`src/rtl/mips_pkg.sv`:
```
// Shared fetch-side types and constants for the MIPS core.
// Fetch entries pair an instruction word with its PC.
package mips_pkg;

  localparam logic [31:0] RESET_VECTOR = 32'h0000_0000;
  localparam int unsigned INSTR_W      = 32;
  localparam logic [31:0] PC_INC       = 32'd4;

  typedef struct packed {
    logic [INSTR_W-1:0] instr;
    logic [31:0]        pc;
  } fetch_entry_t;

endpackage

```
`src/rtl/ifetch_fifo.sv`:
```
// Circular prefetch buffer: push, pop, flush, occupancy count.
// Head entry is read combinationally at the read pointer.
module ifetch_fifo
  import mips_pkg::*;
#(
  parameter int unsigned DEPTH = 4,
  parameter int unsigned CW    = $clog2(DEPTH) + 1
) (
  input  logic         clk,
  input  logic         reset,
  input  logic         push,
  input  fetch_entry_t push_data,
  input  logic         pop,
  input  logic         flush,
  output logic [CW-1:0] count,
  output fetch_entry_t head
);

  localparam int unsigned AW = $clog2(DEPTH);

  fetch_entry_t  mem_q [DEPTH];
  logic [AW-1:0] rd_ptr_q, rd_ptr_d;
  logic [AW-1:0] wr_ptr_q, wr_ptr_d;
  logic [CW-1:0] count_q, count_d;

  always_comb begin
    rd_ptr_d = rd_ptr_q;
    wr_ptr_d = wr_ptr_q;
    count_d  = count_q;
    if (flush) begin
      rd_ptr_d = '0;
      wr_ptr_d = '0;
      count_d  = '0;
    end else if (push && pop) begin
      rd_ptr_d = rd_ptr_q + 1'b1;
      wr_ptr_d = wr_ptr_q + 1'b1;
    end else if (push) begin
      wr_ptr_d = wr_ptr_q + 1'b1;
      count_d  = count_q + 1'b1;
    end else if (pop) begin
      rd_ptr_d = rd_ptr_q + 1'b1;
      count_d  = count_q - 1'b1;
    end
  end

  always_ff @(posedge clk) begin
    if (reset) begin
      rd_ptr_q <= '0;
      wr_ptr_q <= '0;
      count_q  <= '0;
    end else begin
      rd_ptr_q <= rd_ptr_d;
      wr_ptr_q <= wr_ptr_d;
      count_q  <= count_d;
    end
  end

  always_ff @(posedge clk) begin
    if (push && !flush) begin
      mem_q[wr_ptr_q] <= push_data;
    end
  end

  assign count = count_q;
  assign head  = mem_q[rd_ptr_q];

endmodule

```
`src/rtl/mips_ifetch.sv`:
```
// Instruction fetch stage: ROM issue, prefetch queue, redirects.
// Define IFETCH_BYPASS_EN to forward ROM data straight to the core.
module mips_ifetch
  import mips_pkg::*;
#(
  parameter int unsigned DEPTH    = 4,
  parameter logic [31:0] RESET_PC = RESET_VECTOR
) (
  input  logic        clk,
  input  logic        reset,
  output logic        imem_en,
  output logic [31:0] imem_addr,
  input  logic [31:0] imem_rdata,
  output logic        if_valid,
  output logic [31:0] if_instr,
  output logic [31:0] if_pc,
  output logic [31:0] if_pc4,
  input  logic        if_ready,
  input  logic        redir_valid,
  input  logic [31:0] redir_pc
);

  localparam int unsigned CW    = $clog2(DEPTH) + 1;
  localparam logic [CW:0] CAP   = DEPTH[CW:0];
  localparam logic [31:0] RST_A = {RESET_PC[31:2], 2'b00};

  logic [31:0]   fetch_pc_q, fetch_pc_d;
  logic [31:0]   tag_q, tag_d;
  logic          pend_q, pend_d;
  logic          kill_q, kill_d;
  logic [CW-1:0] count;
  logic [CW:0]   occ;
  logic [31:0]   target;
  logic          issue, rsp_ok, bypass;
  logic          push, pop;
  fetch_entry_t  head, rsp;

  assign target = {redir_pc[31:2], 2'b00};
  assign rsp    = '{instr: imem_rdata, pc: tag_q};

  always_comb begin
    occ       = {1'b0, count} + {{CW{1'b0}}, pend_q};
    issue     = !reset && (redir_valid || (occ < CAP));
    rsp_ok    = pend_q && !kill_q && !redir_valid;
    imem_en   = issue;
    imem_addr = redir_valid ? target : fetch_pc_q;
`ifdef IFETCH_BYPASS_EN
    bypass    = rsp_ok && (count == '0);
`else
    bypass    = 1'b0;
`endif
    if_valid  = (count != '0) || bypass;
    if_instr  = bypass ? rsp.instr : head.instr;
    if_pc     = bypass ? rsp.pc : head.pc;
    if_pc4    = if_pc + PC_INC;
    pop       = if_valid && if_ready && !bypass;
    push      = rsp_ok && !(bypass && if_ready);
  end

  always_comb begin
    fetch_pc_d = fetch_pc_q;
    tag_d      = tag_q;
    pend_d     = issue;
    kill_d     = 1'b0;
    if (issue) begin
      fetch_pc_d = imem_addr + PC_INC;
      tag_d      = imem_addr;
    end
    // a redirect issues its own target, so only a suppressed
    // issue could leave an older response to drop next cycle
    if (redir_valid) begin
      kill_d = pend_q && !issue;
    end
  end

  always_ff @(posedge clk) begin
    if (reset) begin
      fetch_pc_q <= RST_A;
      tag_q      <= RST_A;
      pend_q     <= 1'b0;
      kill_q     <= 1'b0;
    end else begin
      fetch_pc_q <= fetch_pc_d;
      tag_q      <= tag_d;
      pend_q     <= pend_d;
      kill_q     <= kill_d;
    end
  end

  ifetch_fifo #(
    .DEPTH (DEPTH),
    .CW    (CW)
  ) u_fifo (
    .clk       (clk),
    .reset     (reset),
    .push      (push),
    .push_data (rsp),
    .pop       (pop),
    .flush     (redir_valid),
    .count     (count),
    .head      (head)
  );

endmodule

```
`config.mk`:
```
export PLATFORM = sky130hd
export DESIGN_NAME = mips_ifetch
export DESIGN_NICKNAME = d
export VERILOG_FILES = /design/src/rtl/mips_pkg.sv /design/src/rtl/ifetch_fifo.sv /design/src/rtl/mips_ifetch.sv
export SDC_FILE = /design/constraint.sdc
export NUM_CORES = 1
export LEC_CHECK = 0
export BUFFER_PORTS_ARGS = -buffer_cell sky130_fd_sc_hd__buf_2
export CORE_AREA = 2 2 203 205
export DETAILED_ROUTE_END_ITERATION = 7
export DIE_AREA = 0 0 205 207
export GPL_ROUTABILITY_DRIVEN = 0
export PLACE_DENSITY = 0.61
export SKIP_CTS_REPAIR_TIMING = 1
export SLEW_MARGIN = 10
export SYNTH_ARGS = -nofsm -noshare
export SYNTH_HDL_FRONTEND = slang
export SYNTH_SLANG_ARGS = --single-unit
```
`constraint.sdc`:
```
create_clock -name clk -period 5.1 [get_ports clk]
set_clock_uncertainty 0.05 [all_clocks]
set_input_delay 1.02 -clock clk [delete_from_list [all_inputs] [get_ports clk]]
set_output_delay 1.02 -clock clk [all_outputs]
set_load 0.02 [all_outputs]
```
Word level (Yosys, flattened, before mapping)
Memory sizes are Yosys's and may differ from the RTL's. A register that Yosys moved wholly into a read port is not among the register bits.
Index checks and enable logic that the tools add are counted.
{ "word_totals": {"register_bits": 73, "ram_bits": 256, "out_inout_bits": 130, "memories": 1} }
{ "classes": {"n_addsub": 7, "order_cmp": 1, "eq_ne": 1, "n_mux": 12, "n_bitwise": 2, "n_reduce_logical": 20} }
{ "memory_table": {"columns": ["memory", "depth", "word_bits", "read_ports", "rd_clocked_by_memory_dff", "wr", "line", "rtl"], "rows": [
  ["u_fifo.mem_q", 4, 64, 1, 1, 1, "ifetch_fifo.sv:21", "fetch_entry_t mem_q [DEPTH];"]
]} }
{ "op_table": {"columns": ["op", "n"], "rows": [
  ["32-bit by 3-bit adder with 32-bit output, second input constant", 2],
  ["32-bit two-way mux", 1],
  ["2-bit two-way mux", 7],
  ["1-bit logical AND", 7],
  ["3-bit two-way mux", 2],
  ["2-bit nonzero test", 3],
  ["2-bit by 1-bit adder with 2-bit output, second input constant", 2],
  ["3-bit by 1-bit adder with 4-bit output", 1],
  ["1-bit zero test", 4],
  ["4-bit by 3-bit < comparator with 1-bit output, second input constant", 1],
  ["2-bit AND reduction", 2],
  ["2-bit OR reduction", 2],
  ["3-bit by 1-bit adder with 3-bit output, second input constant", 1],
  ["3-bit nonzero test", 1],
  ["3-bit by 1-bit subtractor with 3-bit output, second input constant", 1],
  ["1-bit two-way mux", 2],
  ["2-bit inequality test, second input constant", 1],
  ["1-bit inverter", 2],
  ["1-bit logical OR", 1]
]} }

Depth between registers and ports, before layout
Gate-level depths: netlist of the first run.
{ "logic_depth": {"word_depth": 8, "depth_mapped": 11} }

By module
A second synthesis of the first run with hierarchy kept.
{ "unflattened": {"hier_cells": 890, "area_unflattened_um2": 13849.5} }
{ "modules_own_cells": {"columns": ["module", "instances", "cells_per_inst", "area_each_um2"], "rows": [
  ["ifetch_fifo", 1, 383, 9764.4],
  ["mips_ifetch", 1, 507, 4085.2]
]} }

Worst setup path after synthesis of the first run
OpenSTA, ideal clock, no wires.
{ "synth_path": {"path_type": "input to register", "startpoint": "input redir_valid", "endpoint": "memory u_fifo.mem_q[0][0] (netlist name) (enable)", "arrival_time_ns": 3.287, "t_required_ns": 4.621, "slack_ns": 1.334, "path_stages": 6, "n_path_buf": 4, "path_cell_list": "buf_6 > buf_12 > buf_6 > nor2b_1 > clkbuf_1 > and2_1"} }
{ "synth_between": {"elab_chain_cells": 5} }
{ "synth_rtl": {"columns": ["element", "line", "rtl"], "rows": [
  ["from (decl)", "mips_ifetch.sv:19", "input logic redir_valid,"],
  ["1-bit zero test *", "ifetch_fifo.sv:59, mips_ifetch.sv:44", null],
  ["1-bit logical AND", "mips_ifetch.sv:44", "rsp_ok = pend_q && !kill_q && !redir_valid;"],
  ["1-bit logical AND *", "ifetch_fifo.sv:59", "if (push && !flush) begin"],
  ["1-bit two-way mux *", "ifetch_fifo.sv:59", null],
  ["1-bit two-way mux (not written as such) *", "ifetch_fifo.sv:60", "mem_q[wr_ptr_q] <= push_data;"],
  ["to (decl)", "ifetch_fifo.sv:21", null]
]} }
Every way passes the cells marked *; elsewhere a longest branch is shown, timed or not.

==> out/results.ini, run 1 <==
[status]
status = complete, no violations

[synthesis]
ys_ff_latch = 329
syn_inst = 909
synth-seq-area-share = 0.657
ys_warn_count = 0
ys.flop_type = edfxtp_1
synth-edff-count = 256
synth_area_um2 = 13900
syn_avg_cell_area_um2 = 15.3
yosysUniqueCellTypes = 68
synth.net_count = 986
ys_async_sr_fraction = 0

[setup_path]
worstSetupPathType = flop to output pin
crit_fanout = 26
start_kind = flop
worstPathRequired_ps = 4030
cp.arrival_ps = 3370
crit_path_end_kind = output pin
rrSetupSlack_ps = 2520

[placement]
place_inst = 1601
place_area_um2 = 15400
port-buffer-count = 195
dp_hpwl_um = 21100

[finish]
fin_cells = 1667
final_nets = 1184
fin_area_um2 = 16600
drive_above_1_share = 0.320
mostFrequentLayoutCell = edfxtp_1
syn2layout_area_growth_pct = 19.0
fill_cells = 3805
layout.cells.most_common_list = edfxtp_1 (256), buf_2 (195), dfxtp_1 (71)
diodes = 0

[job]
maxCapViolCount = 0

[power_and_ir_drop]
ir_drop_uv = 195
pwr_density_cell_nw_per_um2 = 362
power.total_w = 0.00600
power.leakage_nw = 6.05

[global_route]
track_usage = 0.150
first_global_vias = 8335
grt_overflow = 0
grt_pass1_wl_um = 49300
antenna_found_initial = 0
grt_max_degree = 67

[sta]
fin_setup_tns_ps = 0
slew_viol_final = 0
tightest_slew_ps = 1030
period_needed_ps = 4440
fmax_mhz = 225
whs_ps = 407
slew_headroom = 0.313
finalCritPeriodShare = 0.870
finalHoldViolCount = 0
rsz0062_at_grt = no
setup_viol = 0

[die]
rows = 74
die_h_um = 207
core_area_um2 = 40400
fp.dieArea_um2 = 42400
io_pins = 198
dieWidth_um = 205
start_util = 0.345

[cts]
cts-root-buf = clkbuf_16
cts_tree = built
clockBufferDepth = 3
numCtsBuffers = 36
clock-sinks = 329
htree_levels = 2
worstSkewPairLatency_ps = 510
clk_pin_slew_ps = 60

[routing]
vias = 8465
wl_per_cell_um = 19.4
ant_nets = 0
drt_first_iter_violations = 534
drc = 0
dr.pass1.iters = 5
vias_per_cell = 5.08
finalWirelength_um = 32400

[worst_hold_path]
hp-class = flop to flop

-- path summary, 6_finish.rpt --
kind / startpoint / cells after the start / to
setup / recovery: flop / 7 / if_pc4[12]
hold / removal: fetch_pc_q[2] / 2 / fetch_pc_q[2]
setup reg to reg: pend_q / 3 / u_fifo.mem_q[0][55]
hold reg to reg: fetch_pc_q[2] / 2 / fetch_pc_q[2]
-- registers in the layout, indices dropped and copies added, names as in the netlist, named ones only --
signal and count:
fetch_pc_q 32, kill_q 1, pend_q 1, tag_q 30, u_fifo.count 3, u_fifo.mem_q 256
u_fifo.rd_ptr_q 2, u_fifo.wr_ptr_q 2
-- Yosys cell counts, drive strengths merged, types with 15 or more instances --
cell type / count / area (um^2)
edfxtp: 256 / 7690
dfxtp: 73 / 1460
mux4: 64 / 1440
nand3: 62 / 333
nor2: 62 / 233
nand2: 41 / 154
buf: 34 / 238
inv: 34 / 128
xnor2: 30 / 263
nor3: 27 / 145
a21oi: 21 / 109
a211oi: 20 / 163
mux2i: 19 / 194
clkbuf: 16 / 60.1
nand3b: 15 / 154
-- through the flow --
step                       util  setup WS [ps]
final                     0.411            661
after CTS                 0.411            514
after detailed placement  0.381           1010
after floorplan               -           1330
after global routing      0.411            321
after global placement    0.381           1070
-- layer usage --
| layer | global-route usage | vias up | share of wire |
|---|---|---|---|
| met5 | 0 | - | 0 |
| met2 | 0.227 | 295 | 0.44 |
| met3 | 0.0294 | 44 | 0.066 |
| met4 | 0.0355 | 0 | 0.019 |
| li1 | - | 3932 | - |
| met1 | 0.223 | 4194 | 0.48 |
-- where the power goes --
| part | total [W] | switching (W) | internal, W | leakage [nW] |
|---|---|---|---|---|
| Clock | 0.00255 | 0.00104 | 0.00152 | 0.567 |
| Sequential | 0.00300 | 0.0000520 | 0.00295 | 2.95 |
| Combinational | 0.000441 | 0.000278 | 0.000163 | 2.54 |
| Total | 0.00600 | 0.00137 | 0.00463 | 6.05 |
-- worst max-delay path: stages (launching register included) --
cell and delay (ps):
dfxtp_4 730, mux4_2 400, ha_1 250, nand4_1 260
nor3_2 620, and3_1 260, xor2_1 150, buf_2 180
-- logic make-up (layout without fill, tap and decap cells) --
kind of cell / Yosys count / after routing / synth area share
adders and majority gates: 9 / 9 / 0.00863
DFF: 329 / 329 / 0.657
buffers and inverters: 84 / 310 / 0.0306
xor gates and xnor gates: 40 / 40 / 0.0252
muxes: 95 / 95 / 0.127
and+or+nand+nor: 265 / 265 / 0.106
AOI/OAI and AO/OA: 86 / 86 / 0.0455
other: 1 / 1 / 0.000269
-- layout make-up --
type	count	area, um^2	share of cell area
Clock inverter	22	199	0.0120
Inverter	34	128	0.00770
Clock buffer	44	973	0.0587
Timing Repair Buffer	210	1090	0.0657
Multi-Input combinational cell	496	4360	0.263
Sequential cell	329	9150	0.552
Tap cell	532	666	0.0402
No activity file was read; power rests on OpenSTA's default activity.
==> run 2, diff against run 1 <==
--- a/config.mk
+++ b/config.mk
@@ -11,6 +11,7 @@
 export DIE_AREA = 0 0 205 207
 export GPL_ROUTABILITY_DRIVEN = 0
 export PLACE_DENSITY = 0.61
+export RECOVER_POWER = 25
 export SKIP_CTS_REPAIR_TIMING = 1
 export SLEW_MARGIN = 10
 export SYNTH_ARGS = -nofsm -noshare
==> run 2 against run 1 <==
  * Clock-buffer cell count unchanged
  * Combinational power hardly changed
  * Total power barely moved
  * Non-clock buffer count unchanged
  * Register-to-register slack about the same
  * Critical endpoint unchanged
==> out/results.ini, run 2 (synthesis gave the netlist of run 1 again) <==
[setup_path]
regToRegEndpoint = u_fifo.mem_q[2][42]
r2r_cells = 3  ; unchanged
worstPathCellList = mux4_2, ha_1, nand4_1, nor3_2, and3_1, xor2_1, buf_2
cp.arrival_ps = 3370  ; about the same
worstPathRequired_ps = 4030  ; about the same
worstSetupPathType = flop to output pin
crit_path_end_kind = output pin
rrSetupSlack_ps = 2530  ; about the same
start_kind = flop
r2r-start = pend_q
crit_fanout = 26  ; unchanged
critPathSlowestCell = dfxtp_4
max_stage_delay_ps = 730  ; about the same

[sta]
slew_headroom = 0.314  ; +0.00119
fin_setup_tns_ps = 0  ; unchanged
rsz0062_at_grt = no
setup_viol = 0  ; unchanged
slew_viol_final = 0  ; unchanged
fmax_mhz = 225  ; about the same
finalHoldViolCount = 0  ; unchanged
tightest_slew_ps = 1030  ; -1.78 ps
period_needed_ps = 4440  ; -1.02 ps
finalCritPeriodShare = 0.870  ; about the same
layout_setup_ws_ps = 662  ; +1.02 ps

[die]
die_h_um = 207  ; unchanged
dieWidth_um = 205  ; unchanged
start_util = 0.345  ; unchanged
fp.dieArea_um2 = 42400  ; unchanged
io_pins = 198  ; unchanged
rows = 74  ; unchanged
core_area_um2 = 40400  ; unchanged

[global_route]
grt_max_degree = 67  ; unchanged
grt_use_met3 = 0.0294  ; unchanged
first_global_vias = 8335  ; unchanged
top_usage_layer = met2
grt_overflow = 0  ; unchanged
use_met2 = 0.227  ; unchanged
antenna_found_initial = 0  ; unchanged
grt_pass1_wl_um = 49300  ; unchanged
grtUsageMet1 = 0.223  ; unchanged
track_usage = 0.150  ; unchanged

[cts]
clk_pin_slew_ps = 60  ; about the same
numCtsBuffers = 36  ; unchanged
worstSkewPairLatency_ps = 510  ; about the same
clockBufferDepth = 3  ; unchanged
clock-sinks = 329  ; unchanged
htree_levels = 2  ; unchanged
cts-root-buf = clkbuf_16
cts_tree = built

[routing]
ant_nets = 0  ; unchanged
drc = 0  ; unchanged
dr.pass1.iters = 5  ; unchanged
wl_per_cell_um = 19.4  ; -0.26%
finalWirelength_um = 32300  ; -0.26%
vias = 8459  ; -0.071%
drt_first_iter_violations = 532  ; -0.37%
vias_per_cell = 5.07  ; about the same

[worst_hold_path]
hold_depth = 2  ; unchanged
hold_path_end = fetch_pc_q[2]
hp-class = flop to flop
min_from = fetch_pc_q[2]

[finish]
largest_reg_flops = 256  ; unchanged
diodes = 0  ; unchanged
final_nets = 1184  ; unchanged
multi_input_area_um2 = 4360  ; unchanged
mostFrequentLayoutCell = edfxtp_1
syn2layout_area_growth_pct = 18.9
layout.cells.most_common_list = edfxtp_1 (256), buf_2 (179), dfxtp_1 (71)
drive_above_1_share = 0.306  ; -0.0141
fill_cells = 3807  ; +0.053%
regMostFlops = u_fifo.mem_q
reg_top3 = u_fifo.mem_q x256, fetch_pc_q x32, tag_q x30
regArea_um2 = 9150  ; unchanged

[power_and_ir_drop]
power_switching_w = 0.00137  ; about the same
ir_drop_uv = 195  ; about the same
p_clk_frac = 0.426  ; about the same
swShare = 0.228  ; about the same
p_int_w = 0.00463  ; about the same
pwr-share-comb = 0.073  ; about the same
pwr_density_cell_nw_per_um2 = 362  ; about the same
power.leakage_nw = 6.01  ; -0.73%
pwr-share-seq = 0.501  ; about the same

[placement]
port-buffer-count = 195  ; unchanged
pre_cts_ws_ps = 1010  ; unchanged
dp_hpwl_um = 21100  ; unchanged

[job]
maxCapViolCount = 0  ; unchanged

[status]
status = complete, no violations

-- run 2: critical path, delay by kind of cell (launching register included) --
kind	cells	cell delay [ps]
flops	1	730
xor+xnor	1	150
mux	1	400
simple gates	3	1140
fa+ha+maj	1	250
buf+inv	1	180
-- run 2: per-layer routing --
metal / share of wire / wire, um
met5: 0 / 0
met4: 0.020 / 637
met3: 0.068 / 2190
met2: 0.44 / 14200
met1: 0.47 / 15300
-- run 2: final cells by class --
class                      count  share of cell area
clock buffer                  44              0.0588
clock inverter                22              0.0120
inverter                      34             0.00771
multi-input combinational    496               0.264
sequential                   329               0.553
tap                          532              0.0402
timing repair buffer         210              0.0646
-- run 2: through the flow --
stage	power [W]	instances	area, um^2	hold WS, ps	util
after floorplan	0.00333	909	13900	381	-
after global placement	0.00349	1601	15400	392	0.381
after detailed placement	0.00350	1601	15400	400	0.381
after CTS	0.00608	1667	16600	408	0.411
after global routing	0.00622	1667	16600	432	0.410
final	0.00600	1667	16600	407	0.410
-- run 2: power groups by stage --
stage	sequential [W]	combinational (W)	clock, W
floorplan	0.00304	0.000297	0
global placement	0.00306	0.000438	0
detailed placement	0.00306	0.000444	0
CTS	0.00300	0.000445	0.00263
global route	0.00301	0.000479	0.00273
finish	0.00300	0.000440	0.00256
-- run 2: worst max-delay path by stage --
stage | from | end | depth (start not counted)
2_1_floorplan | redir_valid | u_fifo.mem_q[0][0] | 6
3_3_place_gp | redir_valid | imem_addr[23] | 5
3_5_place_dp | redir_valid | imem_addr[23] | 5
4_1_cts | flop | if_pc4[12] | 7
5_1_grt | flop | if_pc4[24] | 7
6_report | flop | if_pc4[12] | 7
==> run 3, diff against run 2 <==
--- a/config.mk
+++ b/config.mk
@@ -6,9 +6,9 @@
 export NUM_CORES = 1
 export LEC_CHECK = 0
 export BUFFER_PORTS_ARGS = -buffer_cell sky130_fd_sc_hd__buf_2
-export CORE_AREA = 2 2 203 205
+export CORE_AREA = 2 2 154 269
 export DETAILED_ROUTE_END_ITERATION = 7
-export DIE_AREA = 0 0 205 207
+export DIE_AREA = 0 0 156 271
 export GPL_ROUTABILITY_DRIVEN = 0
 export PLACE_DENSITY = 0.61
 export RECOVER_POWER = 25
==> constraint.sdc (replaced) <==
create_clock -name clk -period 5.1 [get_ports clk]
set_clock_uncertainty 0.05 [all_clocks]
set_input_delay 0.51 -clock clk [delete_from_list [all_inputs] [get_ports clk]]
set_output_delay 0.51 -clock clk [all_outputs]
set_load 0.02 [all_outputs]
==> run 3 against run 2 <==
  * Fmax up 8.9%
  * Sequential power hardly changed
  * Via count fell by 0.99%
  * Wire length is 1.2% higher
  * Largest cell class unchanged
==> out/results.ini, run 3 (synthesis gave the netlist of run 1 again) <==
[setup_path]
cpMostUsedCell = nand4_1
critPathTopFamily = simple AND/OR/NAND/NOR gates
cp_num_buf_inv = 2  ; +1
worstPathCellList = buf_4, mux4_2, nand4_1, nor2_1, nand4_1, xnor2_1, buf_2
crit_fanout = 27  ; +3.8%
max_stage_delay_ps = 750  ; +20 ps
critPathSlowestCell = dfxtp_4
crit_path_end_kind = output pin
r2r_cells = 3  ; unchanged
worstSetupPathType = flop to output pin
regToRegEndpoint = u_fifo.mem_q[0][26]
rrSetupSlack_ps = 2530  ; about the same
r2r-start = pend_q
cp.arrival_ps = 3520  ; +150 ps
start_kind = flop
worstPathRequired_ps = 4540  ; +510 ps

[die]
fp.dieArea_um2 = 42300  ; -0.37%
die_h_um = 271  ; +31%
rows = 97  ; +31%
dieWidth_um = 156  ; -24%
io_pins = 198  ; unchanged
start_util = 0.349  ; +0.00379
core_area_um2 = 39900  ; -1.1%

[sta]
finalCritPeriodShare = 0.799  ; -0.0708
rsz0062_at_grt = no
setup_viol = 0  ; unchanged
fin_setup_tns_ps = 0  ; unchanged
slew_headroom = 0.286  ; -0.0280
slew_viol_final = 0  ; unchanged
layout_setup_ws_ps = 1020  ; +361 ps
fmax_mhz = 245  ; +8.9%
finalHoldViolCount = 0  ; unchanged
period_needed_ps = 4080  ; -361 ps
tightest_slew_ps = 1070  ; +42.0 ps

[routing]
vias_per_cell = 5.18  ; +2.0%
wl_per_cell_um = 20.2  ; +4.3%
drc = 0  ; unchanged
drt_first_iter_violations = 449  ; -16%
ant_nets = 0  ; unchanged
dr.pass1.iters = 7  ; +2
vias = 8375  ; -0.99%
finalWirelength_um = 32700  ; +1.2%

[finish]
multi_input_area_um2 = 4360  ; unchanged
regArea_um2 = 9160  ; about the same
layout.cells.most_common_list = edfxtp_1 (256), buf_2 (163), dfxtp_1 (71)
drive_above_1_share = 0.291  ; -0.0145
reg_top3 = u_fifo.mem_q x256, fetch_pc_q x32, tag_q x30
diodes = 0  ; unchanged
syn2layout_area_growth_pct = 17.4
fin_area_um2 = 16300  ; -1.3%
final_nets = 1176  ; -0.68%
fill_cells = 3657  ; -3.9%
post-route-util = 0.409  ; -0.000786
mostFrequentLayoutCell = edfxtp_1
regMostFlops = u_fifo.mem_q
largest_reg_flops = 256  ; unchanged

[power_and_ir_drop]
ir_drop_uv = 301  ; +54%
power.leakage_nw = 5.88  ; -2.1%
pwr_density_cell_nw_per_um2 = 353  ; -2.6%
power.total_w = 0.00577  ; -3.8%

[placement]
dp_hpwl_um = 21700  ; +2.9%
port-buffer-count = 195  ; unchanged
pre_cts_ws_ps = 1450  ; +444 ps
place_area_um2 = 15300  ; -0.35%

[cts]
htree_levels = 1  ; -1
clockBufferDepth = 3  ; unchanged
clk_pin_slew_ps = 60  ; about the same
worstSkewPairLatency_ps = 570  ; +60 ps
cts-root-buf = clkbuf_16
clock-sinks = 329  ; unchanged
numCtsBuffers = 31  ; -14%
cts_tree = built

[status]
status = complete, no violations

[worst_hold_path]
min_from = imem_rdata[30]
hold_path_end = u_fifo.mem_q[2][62]
hold_depth = 1  ; -1
hp-class = primary input to flop

[job]
maxCapViolCount = 0  ; unchanged

[global_route]
grt_pass1_wl_um = 50300  ; +2.2%
grt_overflow = 0  ; unchanged
track_usage = 0.155  ; +0.00447
antenna_found_initial = 0  ; unchanged
grt_max_degree = 67  ; unchanged
first_global_vias = 8661  ; +3.9%

[run 3: changes by cell type in the layout (fill, tap and decap cells not counted), sizes merged]
cell / change
clkinvlp: +2
clkinv: -3
buf: -19
clkbuf: +5
inv: +2
bufinv: +1
[run 3: power by group]
group          total [W]  internal, W  switching, W
Sequential       0.00300      0.00295     0.0000501
Combinational   0.000433     0.000159      0.000275
Clock            0.00234      0.00132       0.00101
[run 3: cell type report]
type	instances	area share
Sequential cell	329	0.560
Multi-Input combinational cell	496	0.267
Timing Repair Buffer	207	0.0636
Clock buffer	33	0.0479
Tap cell	495	0.0379
Clock inverter	24	0.0154
Inverter	34	0.00781
[run 3: metrics by stage]
step	instances	hold slack [ps]
4_1_cts	1618	74.9
3_5_place_dp	1561	410
6_report	1618	155
3_3_place_gp	1561	392
5_1_grt	1618	136
2_1_floorplan	909	381
[run 3: how the worst max path moves through the flow]
| stage | slack, ps | to | startpoint | depth (start not counted) |
|---|---|---|---|---|
| floorplan | 1840 | u_fifo.mem_q[0][0] | redir_valid | 6 |
| global placement | 1460 | if_pc4[20] | flop | 7 |
| detailed placement | 1450 | if_pc4[24] | flop | 7 |
| CTS | 850 | if_pc4[24] | flop | 7 |
| global route | 710 | if_pc4[26] | flop | 7 |
| finish | 1020 | if_pc4[24] | flop | 7 |
[run 3: per-layer routing]
layer	up-vias	wire [um]	track usage
met4	0	1240	0.0657
met1	4171	12800	0.185
met5	-	0	0
met2	231	17200	0.279
li1	3909	-	-
met3	64	1440	0.0186
[run 3: worst register-to-register path: stages, from the launching register on]
cell     delay (ps)
dfxtp_1         320
nor2b_1         250
nor2b_1         550
and2_4          940
